## config.mk

```make
export PLATFORM = sky130hd
export DESIGN_NAME = barrier_lut_arbiter
export DESIGN_NICKNAME = d
export VERILOG_FILES = /design/src/rtl/barrier_lut_arbiter_pkg.sv /design/src/rtl/barrier_lut_arbiter_rr.sv /design/src/rtl/barrier_lut_arbiter.sv
export SDC_FILE = /design/constraint.sdc
export NUM_CORES = 1
export LEC_CHECK = 0
export BUFFER_PORTS_ARGS = -buffer_cell sky130_fd_sc_hd__buf_2
export CORE_ASPECT_RATIO = 0.7
export CORE_MARGIN = 8
export CORE_UTILIZATION = 41
export CTS_CLUSTER_DIAMETER = 50
export CTS_CLUSTER_SIZE = 24
export DETAILED_ROUTE_END_ITERATION = 10
export PLACE_DENSITY_LB_ADDON = 0.05
export SYNTH_ARGS = -nofsm -noshare
export SYNTH_HDL_FRONTEND = slang
export SYNTH_SLANG_ARGS = --single-unit
```

## constraint.sdc

```tcl
create_clock -name clk -period 1.76 [get_ports clk]
set_input_delay 0.352 -clock clk [delete_from_list [all_inputs] [get_ports clk]]
set_output_delay 0.352 -clock clk [all_outputs]
set_load 0.01 [all_outputs]
```

## src/rtl/barrier_lut_arbiter_pkg.sv

```systemverilog
// Shared types and widths for the barrier LUT arbiter: field widths,
// one-hot FSM encoding and the saturating timeout increment.
package barrier_lut_arbiter_pkg;

  localparam int COMM_ID_W = 16;
  localparam int BSTATE_W  = 3;
  localparam int TMO_CNT_W = 4;

  typedef enum logic [2:0] {
    IDLE     = 3'b001,
    WAIT_ACK = 3'b010,
    RELEASE  = 3'b100
  } state_t;

  // Holds at all-ones instead of wrapping back to zero.
  function automatic logic [TMO_CNT_W-1:0] sat_inc(input logic [TMO_CNT_W-1:0] value);
    return (value == '1) ? value : value + 1'b1;
  endfunction

endpackage

```

## src/rtl/barrier_lut_arbiter_rr.sv

```systemverilog
// Round-robin requester search: scans from last_grant+1 (mod NUM_REQ)
// upward and returns the first index whose request bit is set.
module rr_priority_select #(
  parameter int NUM_REQ  = 4,
  parameter int REQ_BITS = 2
) (
  input  logic [NUM_REQ-1:0]  req,
  input  logic [REQ_BITS-1:0] last_grant,
  output logic [REQ_BITS-1:0] grant,
  output logic                any
);

  always_comb begin
    int idx;
    idx   = 0;
    grant = '0;
    any   = 1'b0;
    // Offset NUM_REQ wraps back onto last_grant itself, so it has lowest priority.
    for (int i = 1; i <= NUM_REQ; i++) begin
      idx = (int'(last_grant) + i) % NUM_REQ;
      if (!any && req[REQ_BITS'(idx)]) begin
        grant = REQ_BITS'(idx);
        any   = 1'b1;
      end
    end
  end

endmodule

```

## src/rtl/barrier_lut_arbiter.sv

```systemverilog
// Arbitrates NUM_REQ requesters onto a single barrier LUT lookup port with
// a level req/ack handshake, per-transaction timeout and one-hot responses.
module barrier_lut_arbiter
  import barrier_lut_arbiter_pkg::*;
#(
  parameter int NUM_REQ     = 4,
  parameter int REQ_BITS    = 2,
  parameter int ACK_TIMEOUT = 15
) (
  input  logic                          clk,
  input  logic                          reset,
  input  logic [NUM_REQ-1:0]            req_valid,
  input  logic [COMM_ID_W*NUM_REQ-1:0]  req_comm_id,
  input  logic [BSTATE_W*NUM_REQ-1:0]   req_state,
  output logic [NUM_REQ-1:0]            rsp_valid,
  output logic [BSTATE_W-1:0]           rsp_state,
  output logic                          rsp_hit,
  output logic                          rsp_miss,
  output logic                          rsp_err,
  output logic [COMM_ID_W-1:0]          comm_id,
  output logic [BSTATE_W-1:0]           barrier_state_in,
  output logic                          lookup_req,
  input  logic                          lookup_ack,
  input  logic [BSTATE_W-1:0]           barrier_state_out,
  input  logic                          lut_hit,
  input  logic                          lut_miss,
  output logic                          busy
);

  // Last WAIT_ACK counter value before abort; clamped to the 4-bit counter range.
  localparam int TMO_LAST_I = (ACK_TIMEOUT < 1)  ? 0 :
                              (ACK_TIMEOUT > 16) ? 15 : ACK_TIMEOUT - 1;
  localparam logic [TMO_CNT_W-1:0] TMO_LAST = TMO_CNT_W'(TMO_LAST_I);

  state_t                 state;
  logic [REQ_BITS-1:0]    last_grant;
  logic [REQ_BITS-1:0]    grant_idx;
  logic [TMO_CNT_W-1:0]   tmo_cnt;
  logic [REQ_BITS-1:0]    sel;
  logic                   sel_any;

  logic [COMM_ID_W-1:0]   comm_ids  [NUM_REQ];
  logic [BSTATE_W-1:0]    bstates   [NUM_REQ];

  for (genvar g = 0; g < NUM_REQ; g++) begin : g_unpack
    assign comm_ids[g] = req_comm_id[g*COMM_ID_W +: COMM_ID_W];
    assign bstates[g]  = req_state[g*BSTATE_W +: BSTATE_W];
  end

  rr_priority_select #(
    .NUM_REQ  (NUM_REQ),
    .REQ_BITS (REQ_BITS)
  ) u_rr (
    .req        (req_valid),
    .last_grant (last_grant),
    .grant      (sel),
    .any        (sel_any)
  );

  always_ff @(posedge clk or negedge reset) begin
    if (!reset) begin
      state            <= IDLE;
      last_grant       <= REQ_BITS'(NUM_REQ - 1);
      grant_idx        <= '0;
      tmo_cnt          <= '0;
      lookup_req       <= 1'b0;
      comm_id          <= '0;
      barrier_state_in <= '0;
      rsp_valid        <= '0;
      rsp_state        <= '0;
      rsp_hit          <= 1'b0;
      rsp_miss         <= 1'b0;
      rsp_err          <= 1'b0;
      busy             <= 1'b0;
    end else begin
      // Response fields are single-cycle pulses; default them low every cycle.
      rsp_valid <= '0;
      rsp_state <= '0;
      rsp_hit   <= 1'b0;
      rsp_miss  <= 1'b0;
      rsp_err   <= 1'b0;

      case (state)
        IDLE: begin
          if (sel_any) begin
            grant_idx        <= sel;
            last_grant       <= sel;
            comm_id          <= comm_ids[sel];
            barrier_state_in <= bstates[sel];
            lookup_req       <= 1'b1;
            tmo_cnt          <= '0;
            busy             <= 1'b1;
            state            <= WAIT_ACK;
          end
        end

        WAIT_ACK: begin
          // An ack arriving on the abort cycle still wins over the timeout.
          if (lookup_ack) begin
            rsp_valid  <= NUM_REQ'(1) << grant_idx;
            rsp_state  <= barrier_state_out;
            rsp_hit    <= lut_hit;
            rsp_miss   <= lut_miss;
            lookup_req <= 1'b0;
            state      <= RELEASE;
          end else if (tmo_cnt >= TMO_LAST) begin
            rsp_valid  <= NUM_REQ'(1) << grant_idx;
            rsp_err    <= 1'b1;
            lookup_req <= 1'b0;
            state      <= RELEASE;
          end else begin
            tmo_cnt <= sat_inc(tmo_cnt);
          end
        end

        RELEASE: begin
          // Return to IDLE only; the next grant is made from IDLE a cycle later.
          if (!lookup_ack) begin
            busy  <= 1'b0;
            state <= IDLE;
          end
        end

        default: begin
          lookup_req <= 1'b0;
          busy       <= 1'b0;
          state      <= IDLE;
        end
      endcase
    end
  end

endmodule
```

* Word-level counts from Yosys, hierarchy flattened
Cells that the tools add are included.
** Storage, ports and cells
- Register bits :: 42
- Bits of input ports :: 88
- Output and inout port bits :: 31
- Logic and storage cells :: 104
** Cells by class
- $add $sub $neg :: 5
- Magnitude comparators :: 6
- Equal/unequal tests :: 10
- Shift operators :: 1
- Multiplexer cells :: 54
- Bitwise gates (word level) :: 3
- Reduce and logical (&&, ||, !) cells :: 12
** Operators with widths (number)
- $bmux W16 S2 :: 1
- $mux W16 :: 2
- $mux W4 :: 7
- $mux W3 :: 8
- $mux W1 :: 23
- $lt A2 B4 Y1 const B :: 4
- $ne A2 B2 Y1 const B :: 5
- $pmux W3 S3 :: 1
- $reduce_and A3 Y1 :: 3
- $bmux W1 S2 :: 4
- $mux W2 :: 4
- $pmux W4 S2 :: 1
- $bmux W3 S2 :: 1
- $pmux W1 S3 :: 2
- $reduce_and A5 Y1 :: 1
- $add A2 B1 Y2 const B :: 2
- $add A2 B2 Y2 const B :: 2
- $add A4 B1 Y4 const B :: 1
- $eq A4 B4 Y1 const B :: 1
- $ge A4 B4 Y1 const B :: 1
- $shl A1 B2 Y4 const A :: 1
- $eq A3 B1 Y1 const B :: 1
- $eq A3 B2 Y1 const B :: 1
- $eq A3 B3 Y1 const B :: 1
- 8 further kinds :: 13

* Logic depth before layout (Yosys ltp)
- Depth in word-level cells :: 18
- Mapped depth :: 7
- Depth with buffers taken out :: 7

* By module
Synthesis repeated with hierarchy kept, for this count alone.
** Unflattened totals
- Cell total of the unflattened synthesis :: 209
- Area, all modules :: 2269.7 um2
** By module, submodules not included
- barrier_lut_arbiter :: times used 1, cells an instance 195, area an instance 2178.3 um2, seq. area each 1054.8 um2
- rr_priority_select :: times used 1, cells an instance 14, area an instance 91.3 um2, seq. area each 0.0 um2

* Worst setup path before layout
OpenSTA, ideal clock, no wires.
- Kind :: register to register
- Start point :: reg tmo_cnt[0]
- End point :: reg tmo_cnt[0]
- Setup time :: 0.125 ns
- Arrival :: 1.800 ns
- Required time :: 1.635 ns
- Path slack :: -0.164 ns
- Stages on the path, launching flop included :: 8
- Buffers on the path :: 0
- Period minus slack after synthesis :: 1.924 ns
- Cells stage by stage :: dfrtp_1 inv_1 ha_1 o211a_1 nor3_1 nand2_1 a21oi_1 mux2_2
** Between the ends
- Word-level cells in the longest chain between the ends :: 5
- Elaborated cells between the ends (all ways) :: 10
- Those cells by class :: add/sub (1); order compare (1); eq/ne (3); mux (4); reduce/logical (1)
** RTL lines
- start: declaration :: RTL line barrier_lut_arbiter.sv:38 : logic [TMO_CNT_W-1:0] tmo_cnt;
- start signal: assignment :: RTL line barrier_lut_arbiter.sv:112 : tmo_cnt <= sat_inc(tmo_cnt);
- $add A4 B1 Y4 :: RTL line barrier_lut_arbiter_pkg.sv:17 : return (value == '1) ? value : value + 1'b1;
- $mux W4 :: RTL line barrier_lut_arbiter_pkg.sv:17
- $mux W4 :: RTL line barrier_lut_arbiter.sv:106 : end else if (tmo_cnt >= TMO_LAST) begin
- $mux W4 :: RTL line barrier_lut_arbiter.sv:99 : if (lookup_ack) begin
- $pmux W4 S2 :: RTL line barrier_lut_arbiter.sv:83 : case (state)
Several ways; a longest one is shown, not always the timed one. The select of a mux whose other input is x is not followed.
A chain may end at the register's enable or synchronous reset.

* Worst setup path after layout
- Start point :: reg last_grant[1]
- End point :: reg barrier_state_in[1]
** Between the ends
- Word-level cells in the longest chain between the ends :: 18
- Elaborated cells between the ends (all ways) :: 35
- Those cells by class :: add/sub (4); mux (23); bitwise (1); reduce/logical (7)
** RTL lines
- start: declaration :: RTL line barrier_lut_arbiter.sv:36 : logic [REQ_BITS-1:0] last_grant;
- start signal: assignment :: RTL line barrier_lut_arbiter.sv:63 : last_grant <= REQ_BITS'(NUM_REQ - 1);
- start signal: assignment :: RTL line barrier_lut_arbiter.sv:87 : last_grant <= sel;
- $add A2 B1 Y2 :: RTL line barrier_lut_arbiter_rr.sv:20 : idx = (int'(last_grant) + i) % NUM_REQ;
- $bmux W1 S2 :: RTL line barrier_lut_arbiter_rr.sv:21 : if (!any && req[REQ_BITS'(idx)]) begin
- $mux W1 (implied by the code) (2 in a row) :: RTL line barrier_lut_arbiter_rr.sv:21
- $mux W1 :: RTL line barrier_lut_arbiter_rr.sv:21
- $logic_not A1 Y1 :: RTL line barrier_lut_arbiter_rr.sv:21
- $logic_and A1 B1 Y1 :: RTL line barrier_lut_arbiter_rr.sv:21
- $mux W1 :: RTL line barrier_lut_arbiter_rr.sv:21
- $logic_not A1 Y1 :: RTL line barrier_lut_arbiter_rr.sv:21
- $logic_and A1 B1 Y1 :: RTL line barrier_lut_arbiter_rr.sv:21
- $mux W1 :: RTL line barrier_lut_arbiter_rr.sv:21
- $logic_not A1 Y1 :: RTL line barrier_lut_arbiter_rr.sv:21
- $logic_and A1 B1 Y1 :: RTL line barrier_lut_arbiter_rr.sv:21
- $mux W2 :: RTL line barrier_lut_arbiter_rr.sv:21
- $not A2 Y3 (implied by the code) :: RTL line barrier_lut_arbiter.sv:89 : barrier_state_in <= bstates[sel];
- $bmux W3 S2 :: RTL line barrier_lut_arbiter.sv:89
- $mux W3 (implied by the code) (2 in a row) :: RTL line barrier_lut_arbiter.sv:89
- end signal: assignment :: RTL line barrier_lut_arbiter.sv:89
- end: declaration :: RTL line barrier_lut_arbiter.sv:21 : output logic [BSTATE_W-1:0] barrier_state_in,
Several ways; a longest one is shown, not always the timed one. The select of a mux whose other input is x is not followed.

==> flow_summary.ini <==
[setup_path]
critPathLaunchType = flop
critPathTopFamily = flip-flops
path_max_fanout = 5
rrSetupSlack_ns = -0.06
cp_num_buf_inv = 2
path_class = flop to flop
cp_slowest_cell = dfstp_2
endpoint_kind = flop
crit_arrival_ns = 2.00
worstPathRequired_ns = 1.94
crit_chain = mux2i_2 -> o21ai_2 -> a21oi_4 -> buf_12 -> clkbuf_16 -> mux2i_4 -> a221oi_2
critPathMaxStageDelay_ns = 0.57

[power]
power_switching_uw = 2180
intPower_uw = 3430
total_power_uw = 5610
p_leak_uw = 0.00178
ir_drop_mv = 0.767
sw_frac_of_total = 0.389
powerDensity_nw_per_um2 = 1590
p_clk_frac = 0.139
share_comb_of_total_power = 0.583
seqPwrFrac = 0.278

[detailed_routing]
routed-via-count = 2167
via_per_inst = 5.10
drc = 0
finalWirelength_mm = 7.29
initialDrtViolationCount = 80
wl_per_cell_um = 17.2
dr.pass1.iters = 4
drtAntennaViolNets = 0

[synth]
avgSynthCellArea_um2 = 11.3
synthCells = 210
yosysTopAreaCell = dfrtp_1
synth_ff_type = dfrtp_1
synth_cell_type_count = 42
mappedNetlistNets = 300
synth_top_area_frac = 0.411
synth_seq_area_share = 0.445
synthArstFlopShare = 1.00
synth_edf_count = 0
yosysWarnings = 0
syn_area_um2 = 2370
synth_area_leaders = dfrtp_1 41%, mux2i_1 16%, a221oi_2 11%, nor2_1 4.6%, dfstp_2 3.3%
synth-seq-cells = 42

[clock_tree]
numCtsBuffers = 5
hold_buffers = 0
clk_root_buffer_cell = clkbuf_8
cts.clk_slew.worst_paths_ns = 0.08
cts_tree = yes
clockBufferDepth = 2
clkLatencyLatePin_ns = 0.29
cts.sinks = 42
htree_levels = 2

[sta]
fmax_mhz = 548
drv_slew = 0
fin_crit_sh = 1.04
rsz0062_at_grt = yes
hold_violations = 0
tightest_slew_ns = 0.547
clock_skew_ns = 0.00865
hold_ws_ns = 0.124
setup_slack_ns = -0.0634
final-setup-viol-count = 19
period_needed_ns = 1.82
maxSlewHeadroom = 0.635

[global_route]
grt_first_pass_wirelength_mm = 11.1
grt_pass1_vias = 2285
antenna_found_initial = 0
grt_usage = 0.164
grt_overflow = 0
grt_max_degree = 43

[worst_hold_path]
worst_hold_path_type = input pin to async pin

[layout]
diodes = 0
fin_nets = 439
area_delta_synth_final_pct = 48.7
drive_gt1_frac = 0.577

[floorplan]
ios = 119
core_um2 = 5670
fp-row-count = 23
start_util = 0.418
die_area_um2 = 8510
die_w_um = 107
die_h_um = 79.6

[run]
cap_violations = 0

[placed_design]
io_buffers = 118
hpwl_mm = 4.95
globalplace.congestion = 0.795

[run_status]
status = complete, but fails checks
failed_checks = negative setup slack
==> synth_stat cells (3+ instances only) <==
library cell,count
and3_1,7
nand3_1,5
buf_6,3
dfstp_2,3
a21oi_1,8
a221oi_2,18
mux2i_1,39
a22o_1,3
inv_1,6
dfrtp_1,39
nand2_1,5
o21ai_0,5
nor2_1,29
==> placed cells by master (no fill, tap or decap), types with 2 or more instances in the layout <==
cell,Yosys,final
a22o_1,3,3
dfrtp_1,39,39
a21o_1,2,2
inv_1,6,6
mux2_4,0,2
dfstp_2,3,3
nor2_1,29,29
nor3b_1,2,2
nand2_1,5,5
mux2i_1,39,23
buf_2,2,118
buf_16,0,2
o21ai_0,5,5
nand2b_1,2,2
nor2_4,2,2
mux2i_4,0,5
a21oi_1,8,6
buf_4,2,17
and2_4,1,2
and3_1,7,7
nand3_1,5,5
buf_12,0,3
mux2i_2,0,11
clkbuf_8,0,6
a21oi_4,0,2
a221oi_2,18,18
==> repair_timing <==
item	in CTS	in global routing
setup endpoints to repair	20	24
pin swaps	3	5
setup buffers	4	1
gates cloned	2	2
gates resized for setup	4	27
==> worst reg2reg max path: cells and delay by family, from the launching register on <==
| kind | cells | cell delay (ns) |
|---|---|---|
| flops | 1 | 0.57 |
| buf+inv | 2 | 0.33 |
| mux | 2 | 0.46 |
| compound gates | 3 | 0.35 |
==> routing by layer <==
layer | vias to the layer above | GRT usage | wire length, µm
met1 | 1016 | 0.209 | 3440
li1 | 1061 | - | -
met3 | 2 | 0.0677 | 626
met2 | 88 | 0.251 | 3180
met5 | - | 0 | 0
met4 | 0 | 0.0406 | 40
==> power by group through the flow <==
| stage | Clock (µW) | Combinational (µW) | Sequential [µW] |
|---|---|---|---|
| after detailed placement | 0 | 2730 | 1570 |
| final | 780 | 3280 | 1560 |
| after CTS | 803 | 3010 | 1550 |
| after global placement | 0 | 2700 | 1570 |
| after global routing | 844 | 3560 | 1610 |
| after floorplan | 0 | 1730 | 1700 |
==> per-stage QoR <==
step                instance area [µm²]  cells  setup slack (ns)  utilization  setup TNS [ns]
floorplan                          2380    210           -0.0379            -         -0.0757
global placement                   3130    408           -0.0701        0.552          -0.653
detailed placement                 3130    408            -0.112        0.552           -1.04
CTS                                3360    422           -0.0341        0.593          -0.289
global route                       3530    425            -0.133        0.622           -2.34
finish                             3530    425           -0.0634        0.622          -0.831
==> final cells by class <==
class	instances	area, µm²
clock buffer	7	86.3
tap	75	93.8
fill	481	2140
sequential	42	1050
clock inverter	1	30.0
inverter	6	22.5
timing repair buffer	142	870
multi-input combinational	152	1370
==> final timing paths <==
check                              startpoint                  end  cells past startpoint
worst max-delay path            last_grant[1]  barrier_state_in[1]                      7
worst min-delay path                    reset         grant_idx[0]                      2
worst max register to register  last_grant[1]  barrier_state_in[1]                      7
worst min register to register   grant_idx[1]         rsp_valid[1]                      1
max in group asynchronous               reset              rsp_err                      2
min in group clk                      lut_hit              rsp_hit                      2
==> state kept, by name (all words and copies together), names as in the netlist, 2 cells and up <==
signal            flops
barrier_state_in      3
comm_id              16
grant_idx             2
last_grant            2
rsp_state             3
rsp_valid             4
state                 3
tmo_cnt               4
==> cell families (layout without fill, tap and decap cells) <==
family | after synthesis | in the layout | synth area share
AND/OR/NAND/NOR | 63 | 64 | 0.141
AO/OA/AOI/OAI | 44 | 44 | 0.184
flip-flops | 42 | 42 | 0.445
multiplexers | 41 | 41 | 0.174
buffers and inverters | 17 | 156 | 0.0422
adder cells (fa/ha/maj) | 2 | 2 | 0.0105
XOR/XNOR | 1 | 1 | 0.00369
No activity file was read; power rests on OpenSTA's default activity.
